File: config.mk
export PLATFORM = sky130hd
export DESIGN_NAME = mfp_clock_rate_controller
export DESIGN_NICKNAME = d
export VERILOG_FILES = /design/src/rtl/mfp_clock_rate_controller.sv
export SDC_FILE = /design/constraint.sdc
export NUM_CORES = 1
export LEC_CHECK = 0
export CORE_MARGIN = 10
export CORE_UTILIZATION = 45
export DETAILED_ROUTE_END_ITERATION = 10
export GPL_TIMING_DRIVEN = 1
export PLACE_DENSITY_LB_ADDON = 0.05
export SYNTH_ARGS = -nofsm -noshare
export SYNTH_HDL_FRONTEND = slang
export SYNTH_SLANG_ARGS = --single-unit
File: constraint.sdc
create_clock -name clki -period 4.95 [get_ports clki]
set_clock_uncertainty 0.1 [all_clocks]
set_input_delay 0.7425 -clock clki [delete_from_list [all_inputs] [get_ports clki]]
set_output_delay 0.7425 -clock clki [all_outputs]
set_load 0.01 [all_outputs]
File: src/rtl/mfp_clock_rate_controller.sv
// Programmable clock-enable generator with three divided rates, halt, software override and single-step.
// Define MFP_CLOCK_RATE_STEP_EN to build the single-step state, step_req synchronizer and edge detector.
module mfp_clock_rate_controller #(
    parameter int DIV_POW_FASTEST = 1,
    parameter int DIV_POW_MID     = 22,
    parameter int DIV_POW_SLOWEST = 26
) (
    input  logic       clki,
    input  logic       rst,
    input  logic       sel_lo,
    input  logic       sel_mid,
    input  logic       sw_we,
    input  logic [2:0] sw_data,
    input  logic       step_mode,
    input  logic       step_req,
    output logic       tick,
    output logic       clko,
    output logic [1:0] cur_rate,
    output logic       rate_pending
);

    localparam int W = DIV_POW_SLOWEST;
    localparam logic [W-1:0] ONES      = '1;
    localparam logic [W-1:0] TERM_FAST = ONES >> (W - DIV_POW_FASTEST);
    localparam logic [W-1:0] TERM_MID  = ONES >> (W - DIV_POW_MID);
    localparam logic [W-1:0] TERM_SLOW = ONES;

`ifdef MFP_CLOCK_RATE_STEP_EN
    typedef enum logic [1:0] {RUN, HALT, STEP} state_t;
`else
    typedef enum logic [1:0] {RUN, HALT} state_t;
`endif

    state_t       state, state_next;
    logic [W-1:0] cnt, cnt_next, term;
    logic [2:0]   ovr;
    logic [1:0]   req_rate, rate_next;
    logic         init, wrap, step_fire, tick_next;

    always_comb begin
        if (ovr[2])       req_rate = ovr[1:0];
        else if (sel_lo)  req_rate = 2'b10;
        else if (sel_mid) req_rate = 2'b01;
        else              req_rate = 2'b00;
    end

    assign rate_pending = (req_rate != cur_rate);

    always_comb begin
        case (cur_rate)
            2'b00:   term = TERM_FAST;
            2'b01:   term = TERM_MID;
            default: term = TERM_SLOW;
        endcase
    end

    assign wrap = (state == RUN) && (cnt == term);

`ifdef MFP_CLOCK_RATE_STEP_EN
    logic sync1, sync2, sync3, edge_q;

    // Edge is registered so a step tick lands 3 cycles after step_req is first sampled high.
    always_ff @(posedge clki) begin
        if (rst) begin
            sync1  <= 1'b0;
            sync2  <= 1'b0;
            sync3  <= 1'b0;
            edge_q <= 1'b0;
        end else begin
            sync1  <= step_req;
            sync2  <= sync1;
            sync3  <= sync2;
            edge_q <= sync2 & ~sync3;
        end
    end

    assign step_fire = (state == STEP) && edge_q;
`else
    logic unused_step;
    assign unused_step = step_mode ^ step_req;
    assign step_fire   = 1'b0;
`endif

    // The first cycle after reset applies the resolved request immediately and restarts the count.
    always_comb begin
        cnt_next  = cnt;
        rate_next = cur_rate;
        if (init) begin
            cnt_next  = '0;
            rate_next = req_rate;
        end else begin
            case (state)
                RUN: begin
                    if (wrap) begin
                        cnt_next  = '0;
                        rate_next = req_rate;
                    end else begin
                        cnt_next = cnt + W'(1);
                    end
                end
                HALT: begin
                    cnt_next  = '0;
                    rate_next = req_rate;
                end
`ifdef MFP_CLOCK_RATE_STEP_EN
                STEP: begin
                    rate_next = req_rate;
                    if (!step_mode) cnt_next = '0;
                end
`endif
                default: ;
            endcase
        end
    end

    always_ff @(posedge clki) begin
        if (rst) state <= RUN;
        else     state <= state_next;
    end

    always_comb begin
        state_next = (rate_next == 2'b11) ? HALT : RUN;
`ifdef MFP_CLOCK_RATE_STEP_EN
        if (step_mode) state_next = STEP;
`endif
    end

    always_comb begin
        tick_next = (wrap && !init) || step_fire;
    end

    always_ff @(posedge clki) begin
        if (rst) begin
            cnt      <= '0;
            ovr      <= '0;
            cur_rate <= 2'b00;
            tick     <= 1'b0;
            clko     <= 1'b0;
            init     <= 1'b1;
        end else begin
            cnt      <= cnt_next;
            cur_rate <= rate_next;
            tick     <= tick_next;
            clko     <= clko ^ tick_next;
            init     <= 1'b0;
            if (sw_we) ovr <= sw_data;
        end
    end

endmodule

==> reports/summary.log, run 1 <==
qor: pwr.power_density 281 nW/um2
qor: logic_synthesis.synthesis.area_per_instance 8.88 um2
qor: sta.rsz0062_at_grt false
qor: logic_synthesis.yosysWarnings 0
qor: global_route.antenna_found_initial 0
qor: drt.number_of_design_rule_violations_left_by_the_first_detailed_router_iteration 66
qor: sta.finalSetupTns 0 ns
qor: logic_synthesis.synthMuxAreaShare 3.12%
qor: setup_path.critPathRequiredTime 4.11 ns
qor: global_route.globalRoute.totalOverflow 0
qor: clock_network.htree_num_levels 2
qor: pwr.ir_worst_vdd 0.133 mV
qor: floorplanning.io_pins 15
qor: placed_design.portBuffers 12
qor: drt.avgRoutedWirePerCell 13.2 um
qor: clock_network.clk_latency 0.33 ns
qor: sta.hold_viol 0
qor: logic_synthesis.yosys.area_share.adder 0.779%
qor: finish.fill_count 324
qor: setup_path.crit_path_max_incr_delay 0.53 ns
qor: floorplanning.dieWidth 79.8 um
qor: clock_network.clock_tree_buffer_depth 2
qor: logic_synthesis.synth_top_area_share 43.6%
qor: finish.antenna-diode-count 0
qor: outcome.run_status completed
qor: placed_design.place.detailed.hpwl 2.32 mm
qor: logic_synthesis.number_of_instances_in_the_synthesized_netlist 181
qor: sta.time_the_worst_path_needs_with_i_o_delays_and_setup 3.07 ns
qor: finish.layout-drive-gt1-share 7.65%
qor: setup_path.reg2reg_depth 5
qor: clock_network.clock_sink_count 35
qor: global_route.globalRouteMet2Util 17.3%
qor: sta.achievable-frequency 0.325 GHz
qor: finish.area_delta_synth_final 13.6%
qor: floorplanning.rows 21
qor: logic_synthesis.yosys-top-cells-count sky130_fd_sc_hd__nor2_1 (37), sky130_fd_sc_hd__dfxtp_1 (35), sky130_fd_sc_hd__xor2_1 (20)
qor: floorplanning.die_outline_area 6360 um2
qor: setup_path.timing.critical_path.slowest_stage_cell sky130_fd_sc_hd__clkdlybuf4s50_1
qor: hold_path.min_path_cells 2
qor: clock_network.hold_fix_buffers_at_cts 0
qor: sta.fin_hold_ws 0.400 ns
qor: finish.multi_input_comb_area 870 um2
qor: logic_synthesis.netlist_area 1610 um2
qor: finish.register_area 701 um2
qor: setup_path.timing.setup.critical_path_class input pin to primary output
qor: logic_synthesis.post-synth-top-count-cell sky130_fd_sc_hd__nor2_1
qor: placed_design.finalWeightedCongestion 0.793
qor: global_route.gr-max-usage-layer met2
qor: setup_path.setup.worst_path.start_class input pin
qor: pwr.p_leak 0.615 nW
qor: sta.setup_violations 0
qor: setup_path.cpMostUsedCell sky130_fd_sc_hd__clkdlybuf4s50_1
qor: logic_synthesis.synth_fp_nets 192
qor: global_route.grt.total_usage 11.0%
qor: global_route.number_of_global_route_vias_before_repair 1249
qor: drt.drt.antenna.violating_nets 0
qor: sta.worst-slew-pin-transition 1.04 ns
qor: clock_network.numCtsBuffers 5
qor: hold_path.hp-class flip-flop to flip-flop
qor: floorplanning.fp.coreArea 3390 um2
qor: logic_synthesis.ys_seq_area_share 43.6%
qor: logic_synthesis.synthDistinctLibCells 33
qor: global_route.grt_use_met3 4.39%
qor: setup_path.cp-end-kind primary output
qor: setup_path.timing.critical_path.cells clkdlybuf4s50_1, nor3b_1, a21oi_1, xor2_1, nand2_1, clkdlybuf4s50_1
qor: logic_synthesis.number_of_enable_flip_flop_cells_after_synthesis 0
qor: setup_path.worst-endpoint-arrival 2.23 ns
qor: floorplanning.floorplan.die.height 79.8 um
qor: logic_synthesis.ys_top_cells_by_area sky130_fd_sc_hd__dfxtp_1 (44%), sky130_fd_sc_hd__xor2_1 (11%), sky130_fd_sc_hd__nor2_1 (8.6%), sky130_fd_sc_hd__nand3_1 (4.4%), sky130_fd_sc_hd__xnor2_1 (3.3%)
qor: logic_synthesis.synth_xor_xnor_area_share 14.2%
qor: logic_synthesis.synth_top_cell_by_area sky130_fd_sc_hd__dfxtp_1
qor: clock_network.cts_root_buf sky130_fd_sc_hd__clkbuf_4
qor: global_route.grt_first_pass_wirelength 5.51 mm
qor: sta.maxSlewHeadroom 30.6%
qor: logic_synthesis.synth_compound_gate_area_share 7.48%
qor: drt.route.detailed.drc 0
qor: clock_network.postCtsSetupRepairBufs 0
qor: logic_synthesis.synth_async_sr_flop_share 0%
qor: logic_synthesis.synth-seq-cells 35
qor: drt.detail_route.vias_per_cell 5.31
qor: floorplanning.initial_core_util 47.4%
qor: finish.finish.net_count 206
qor: drt.drt-pass1-iter-count 4
qor: clock_network.resized_gates_after_cts 0
qor: sta.share_of_the_clock_period_used_by_the_worst_path 62.1%
qor: global_route.grtUsageMet1 12.8%
qor: clock_network.path_clk_slew 0.10 ns
qor: logic_synthesis.fraction_of_the_mapped_netlist_area_in_simple_logic_gates 28.6%
qor: global_route.grt_start_max_net_pins 26
qor: logic_synthesis.dominant_combinational_cell_family_by_area_after_synthesis simple AND/OR/NAND/NOR gates
qor: sta.slew_viol_final 0
qor: drt.num_vias 1284
qor: drt.routed_wirelength 3.21 mm
qor: flow_run.max_cap_violations 0
qor: logic_synthesis.commonest_register_cell_after_synthesis sky130_fd_sc_hd__dfxtp_1
qor: setup_path.max_fo_critical_path 3
qor: clock_network.cts_tree done
## worst max-delay path, delay by kind of cell
family	cells	cell delay, ns
and+or+nand+nor	2	0.26
xor gates and xnor gates	1	0.16
buffers and inverters	2	0.98
AOI/OAI and AO/OA	1	0.10
## layout make-up
class / count / share of cell area, %
inverters: 2 / 0.412
clock buffers: 8 / 3.77
flip-flops and latches: 35 / 38.4
multi-input cells: 139 / 47.7
well taps: 46 / 3.16
repair buffers: 12 / 6.58
## report_power, final
group | internal (mW) | switching [mW] | total (mW)
Sequential | 0.286 | 0.00567 | 0.292
Combinational | 0.0227 | 0.0235 | 0.0462
Clock | 0.0836 | 0.0911 | 0.175
Total | 0.392 | 0.120 | 0.513
## per-stage QoR
stage                     power (mW)  instances  utilization, %  setup WS (ns)  instance area, um2
after global routing           0.542        242            53.8           1.78                1820
after CTS                      0.519        242            53.8           1.87                1820
after global placement         0.344        234            51.8           1.88                1760
after floorplan                0.328        181               -           2.80                1610
after detailed placement       0.345        234            51.8           1.87                1760
final                          0.513        242            53.8           1.88                1820
## per-layer routing
layer  routed length, um  part of all wire, %  up-vias
met4                  49                  1.5        0
met1                1600                   50      598
li1                    -                    -      660
met2                1410                   44       21
met5                   0                    0        -
met3                 147                  4.6        5
## kinds of logic (layout without fill, tap and decap cells)
group | count (synthesis) | in the layout
mux | 5 | 5
compound gates | 14 | 14
fa+ha+maj | 1 | 1
buf+inv | 7 | 22
flops | 35 | 35
simple gates | 93 | 93
xor+xnor | 26 | 26
## cell usage in the layout (no fill, tap or decap), drive strengths merged, types with 3 or more instances in the layout
cell type,count
or4,3
nor2,37
clkdlybuf4s50,12
and3,3
nand2,11
dfxtp,35
nor3,5
xor2,20
nand4,7
nand3,14
o21ai,3
nor4,7
mux2i,5
xnor2,6
clkbuf,8
## state kept, by name (all words and copies together) (netlist names)
signal	flops
init	1
state	1
cur_rate	2
clko	1
tick	1
ovr	3
cnt	26
## path summary, 6_finish.rpt
| check | end | startpoint | slack, ns |
|---|---|---|---|
| min reg2reg | clko | clko | 0.40 |
| min | clko | clko | 0.40 |
| max reg2reg | cnt[23] | cnt[10] | 2.46 |
| max | rate_pending | sel_mid | 1.88 |
Power figures use the tool's default switching activity.
==> run 2, diff against run 1 <==
- clock period: 4.95 -> 2.7 ns (I/O delays scaled with it)
==> reports/summary.log, run 2 (synthesis gave the netlist of run 1 again) <==
qor: drt.detail_route.vias_per_cell 5.19 [was 5.31]
qor: sta.maxSlewHeadroom 54.3% [was 30.6%]
qor: finish.fill_count 335 [was 324]
qor: clock_network.clk_latency 0.34 ns [was 0.33 ns]
qor: floorplanning.rows 21 [unchanged]
qor: pwr.p_leak 0.641 nW [was 0.615 nW]
qor: clock_network.postCtsSetupRepairBufs 0 [unchanged]
qor: clock_network.resized_gates_after_cts 0 [unchanged]
qor: pwr.p_sw 0.223 mW [was 0.120 mW]
qor: setup_path.timing.critical_path.cells clkdlybuf4s50_1, nor3b_1, a21oi_1, xor2_1, nand2_1, clkdlybuf4s50_1 [unchanged]
qor: global_route.globalRoute.totalOverflow 0 [unchanged]
qor: drt.drt.antenna.violating_nets 0 [unchanged]
qor: global_route.grt.total_usage 11.7% [was 11.0%]
qor: clock_network.clock_tree_buffer_depth 2 [unchanged]
qor: setup_path.reg2reg_depth 6 [was 5]
qor: clock_network.hold_fix_buffers_at_cts 0 [unchanged]
qor: setup_path.cp-end-kind primary output [unchanged]
qor: pwr.design_power_total 0.946 mW [was 0.513 mW]
qor: floorplanning.fp.coreArea 3390 um2 [unchanged]
qor: floorplanning.floorplan.die.height 79.8 um [unchanged]
qor: hold_path.hp-class flip-flop to flip-flop [unchanged]
qor: finish.antenna-diode-count 0 [unchanged]
qor: finish.postLayoutCoreUtil 55.1% [was 53.8%]
qor: floorplanning.io_pins 15 [unchanged]
qor: pwr.power_frac_seq 56.6% [was 56.9%]
qor: drt.routed_wirelength 3.22 mm [was 3.21 mm]
qor: hold_path.min_path_cells 1 [was 2]
qor: clock_network.clock_sink_count 35 [unchanged]
qor: sta.share_of_the_clock_period_used_by_the_worst_path 89.4%
qor: sta.slew_viol_final 0 [unchanged]
qor: clock_network.numCtsBuffers 5 [unchanged]
qor: pwr.combinational_cell_fraction_of_total_power 9.4% [was 9.0%]
qor: global_route.grt_first_pass_wirelength 5.84 mm [was 5.51 mm]
qor: finish.register_area 701 um2 [unchanged]
qor: sta.achievable-frequency 0.414 GHz
qor: floorplanning.initial_core_util 47.4% [unchanged]
qor: drt.number_of_design_rule_violations_left_by_the_first_detailed_router_iteration 44 [was 66]
qor: setup_path.cpMostUsedCell sky130_fd_sc_hd__clkdlybuf4s50_1 [unchanged]
qor: setup_path.crit_path_max_incr_delay 0.53 ns [about the same]
qor: finish.top_regs cnt (26), ovr (3), cur_rate (2) [unchanged]
qor: global_route.antenna_found_initial 0 [unchanged]
qor: clock_network.htree_num_levels 2 [unchanged]
qor: setup_path.max_fo_critical_path 3 [unchanged]
qor: setup_path.critPathRequiredTime 2.19 ns [was 4.11 ns]
qor: clock_network.cts_tree done [unchanged]
qor: finish.layout-drive-gt1-share 9.50% [was 7.65%]
qor: placed_design.place.detailed.hpwl 2.43 mm [was 2.32 mm]
qor: setup_path.timing.critical_path.slowest_stage_cell sky130_fd_sc_hd__clkdlybuf4s50_1 [unchanged]
qor: sta.setup_violations 0 [unchanged]
qor: pwr.power_density 506 nW/um2 [was 281 nW/um2]
qor: pwr.power.internal 0.723 mW [was 0.392 mW]
qor: finish.finish.net_count 210 [was 206]
qor: pwr.clock_power_share 33.9% [was 34.1%]
qor: setup_path.timing.setup.critical_path_class input pin to primary output [unchanged]
qor: floorplanning.die_outline_area 6360 um2 [unchanged]
qor: finish.layout.cell_area.non_filler 1870 um2 [was 1820 um2]
qor: sta.finalSetupTns 0 ns [unchanged]
qor: finish.final_cell_mix sky130_fd_sc_hd__nor2_1 (37), sky130_fd_sc_hd__dfxtp_1 (35), sky130_fd_sc_hd__xor2_1 (20), sky130_fd_sc_hd__nand3_1 (14), sky130_fd_sc_hd__clkdlybuf4s50_1 (12) [unchanged]
qor: global_route.number_of_global_route_vias_before_repair 1330 [was 1249]
qor: finish.area_delta_synth_final 16.2% [was 13.6%]
qor: sta.worst-slew-pin-transition 0.680 ns [was 1.04 ns]
qor: outcome.run_status completed [unchanged]
qor: finish.largest_reg_flops 26 [unchanged]
qor: placed_design.finalWeightedCongestion 0.782 [was 0.793]
qor: drt.route.detailed.drc 0 [unchanged]
qor: finish.register_with_the_most_flip_flops cnt [unchanged]
qor: finish.final_common_cell sky130_fd_sc_hd__nor2_1 [unchanged]
qor: setup_path.worst-endpoint-arrival 1.91 ns [was 2.23 ns]
qor: placed_design.portBuffers 12 [unchanged]
qor: sta.rsz0062_at_grt false [unchanged]
qor: floorplanning.dieWidth 79.8 um [unchanged]
qor: clock_network.cts_root_buf sky130_fd_sc_hd__clkbuf_4 [unchanged]
qor: sta.time_the_worst_path_needs_with_i_o_delays_and_setup 2.41 ns
qor: clock_network.path_clk_slew 0.09 ns [was 0.10 ns]
qor: drt.drt-pass1-iter-count 5 [was 4]
qor: flow_run.max_cap_violations 0 [unchanged]
qor: setup_path.setup.worst_path.start_class input pin [unchanged]
qor: sta.hold_viol 0 [unchanged]
qor: drt.num_vias 1277 [was 1284]
qor: finish.multi_input_comb_area 870 um2 [unchanged]
qor: drt.avgRoutedWirePerCell 13.1 um [was 13.2 um]
qor: pwr.sw_frac_of_total 23.6% [was 23.5%]
qor: pwr.ir_worst_vdd 0.230 mV [was 0.133 mV]
qor: placed_design.placed_area 1800 um2 [was 1760 um2]
qor: global_route.grt_start_max_net_pins 20 [was 26]
==> run 2: changes by cell type in the layout (fill, tap and decap cells not counted) <==
| cell | previous run | this run |
|---|---|---|
| sky130_fd_sc_hd__buf_12 | 0 | 1 |
| sky130_fd_sc_hd__buf_4 | 0 | 3 |
==> run 2: power by group through the flow <==
stage	sequential, mW	combinational (mW)	clock (mW)
3_3_place_gp	0.547	0.0893	0
4_1_cts	0.535	0.0909	0.332
6_report	0.535	0.0892	0.321
2_1_floorplan	0.544	0.0573	0
5_1_grt	0.537	0.0995	0.362
3_5_place_dp	0.547	0.0905	0
==> run 2: layer usage <==
layer | track usage [%] | up-vias | share of wire (%)
li1 | - | 666 | -
met1 | 12.6 | 592 | 46
met2 | 19.6 | 14 | 48
met3 | 5.86 | 5 | 4.4
met4 | 3.70 | 0 | 1.4
met5 | 0 | - | 0
==> run 2: critical path, delay by kind of cell <==
| family | cells | cell delay [ns] |
|---|---|---|
| compound gates | 1 | 0.10 |
| simple gates | 2 | 0.27 |
| xor+xnor | 1 | 0.16 |
| buf+inv | 2 | 0.98 |
==> run 2: final cells by class <==
type	instances	area share, %
clock buffer	8	3.69
sequential	35	37.5
timing repair buffer	16	8.71
inverter	2	0.402
tap	46	3.08
multi-input combinational	139	46.6
==> run 2: worst paths after layout <==
| path | startpoint | to | slack (ns) |
|---|---|---|---|
| max | sel_mid | rate_pending | 0.29 |
| min | cnt[0] | cnt[0] | 0.40 |
| max reg2reg | cur_rate[1] | cnt[7] | 0.56 |
| min reg2reg | cnt[0] | cnt[0] | 0.40 |
==> run 2: through the flow <==
stage / hold WS, ns / cells / worst slack (ns)
detailed placement: 0.377 / 238 / 0.290
global placement: 0.368 / 238 / 0.310
floorplan: 0.333 / 181 / 0.710
CTS: 0.401 / 246 / 0.276
finish: 0.397 / 246 / 0.286
global route: 0.406 / 246 / 0.186
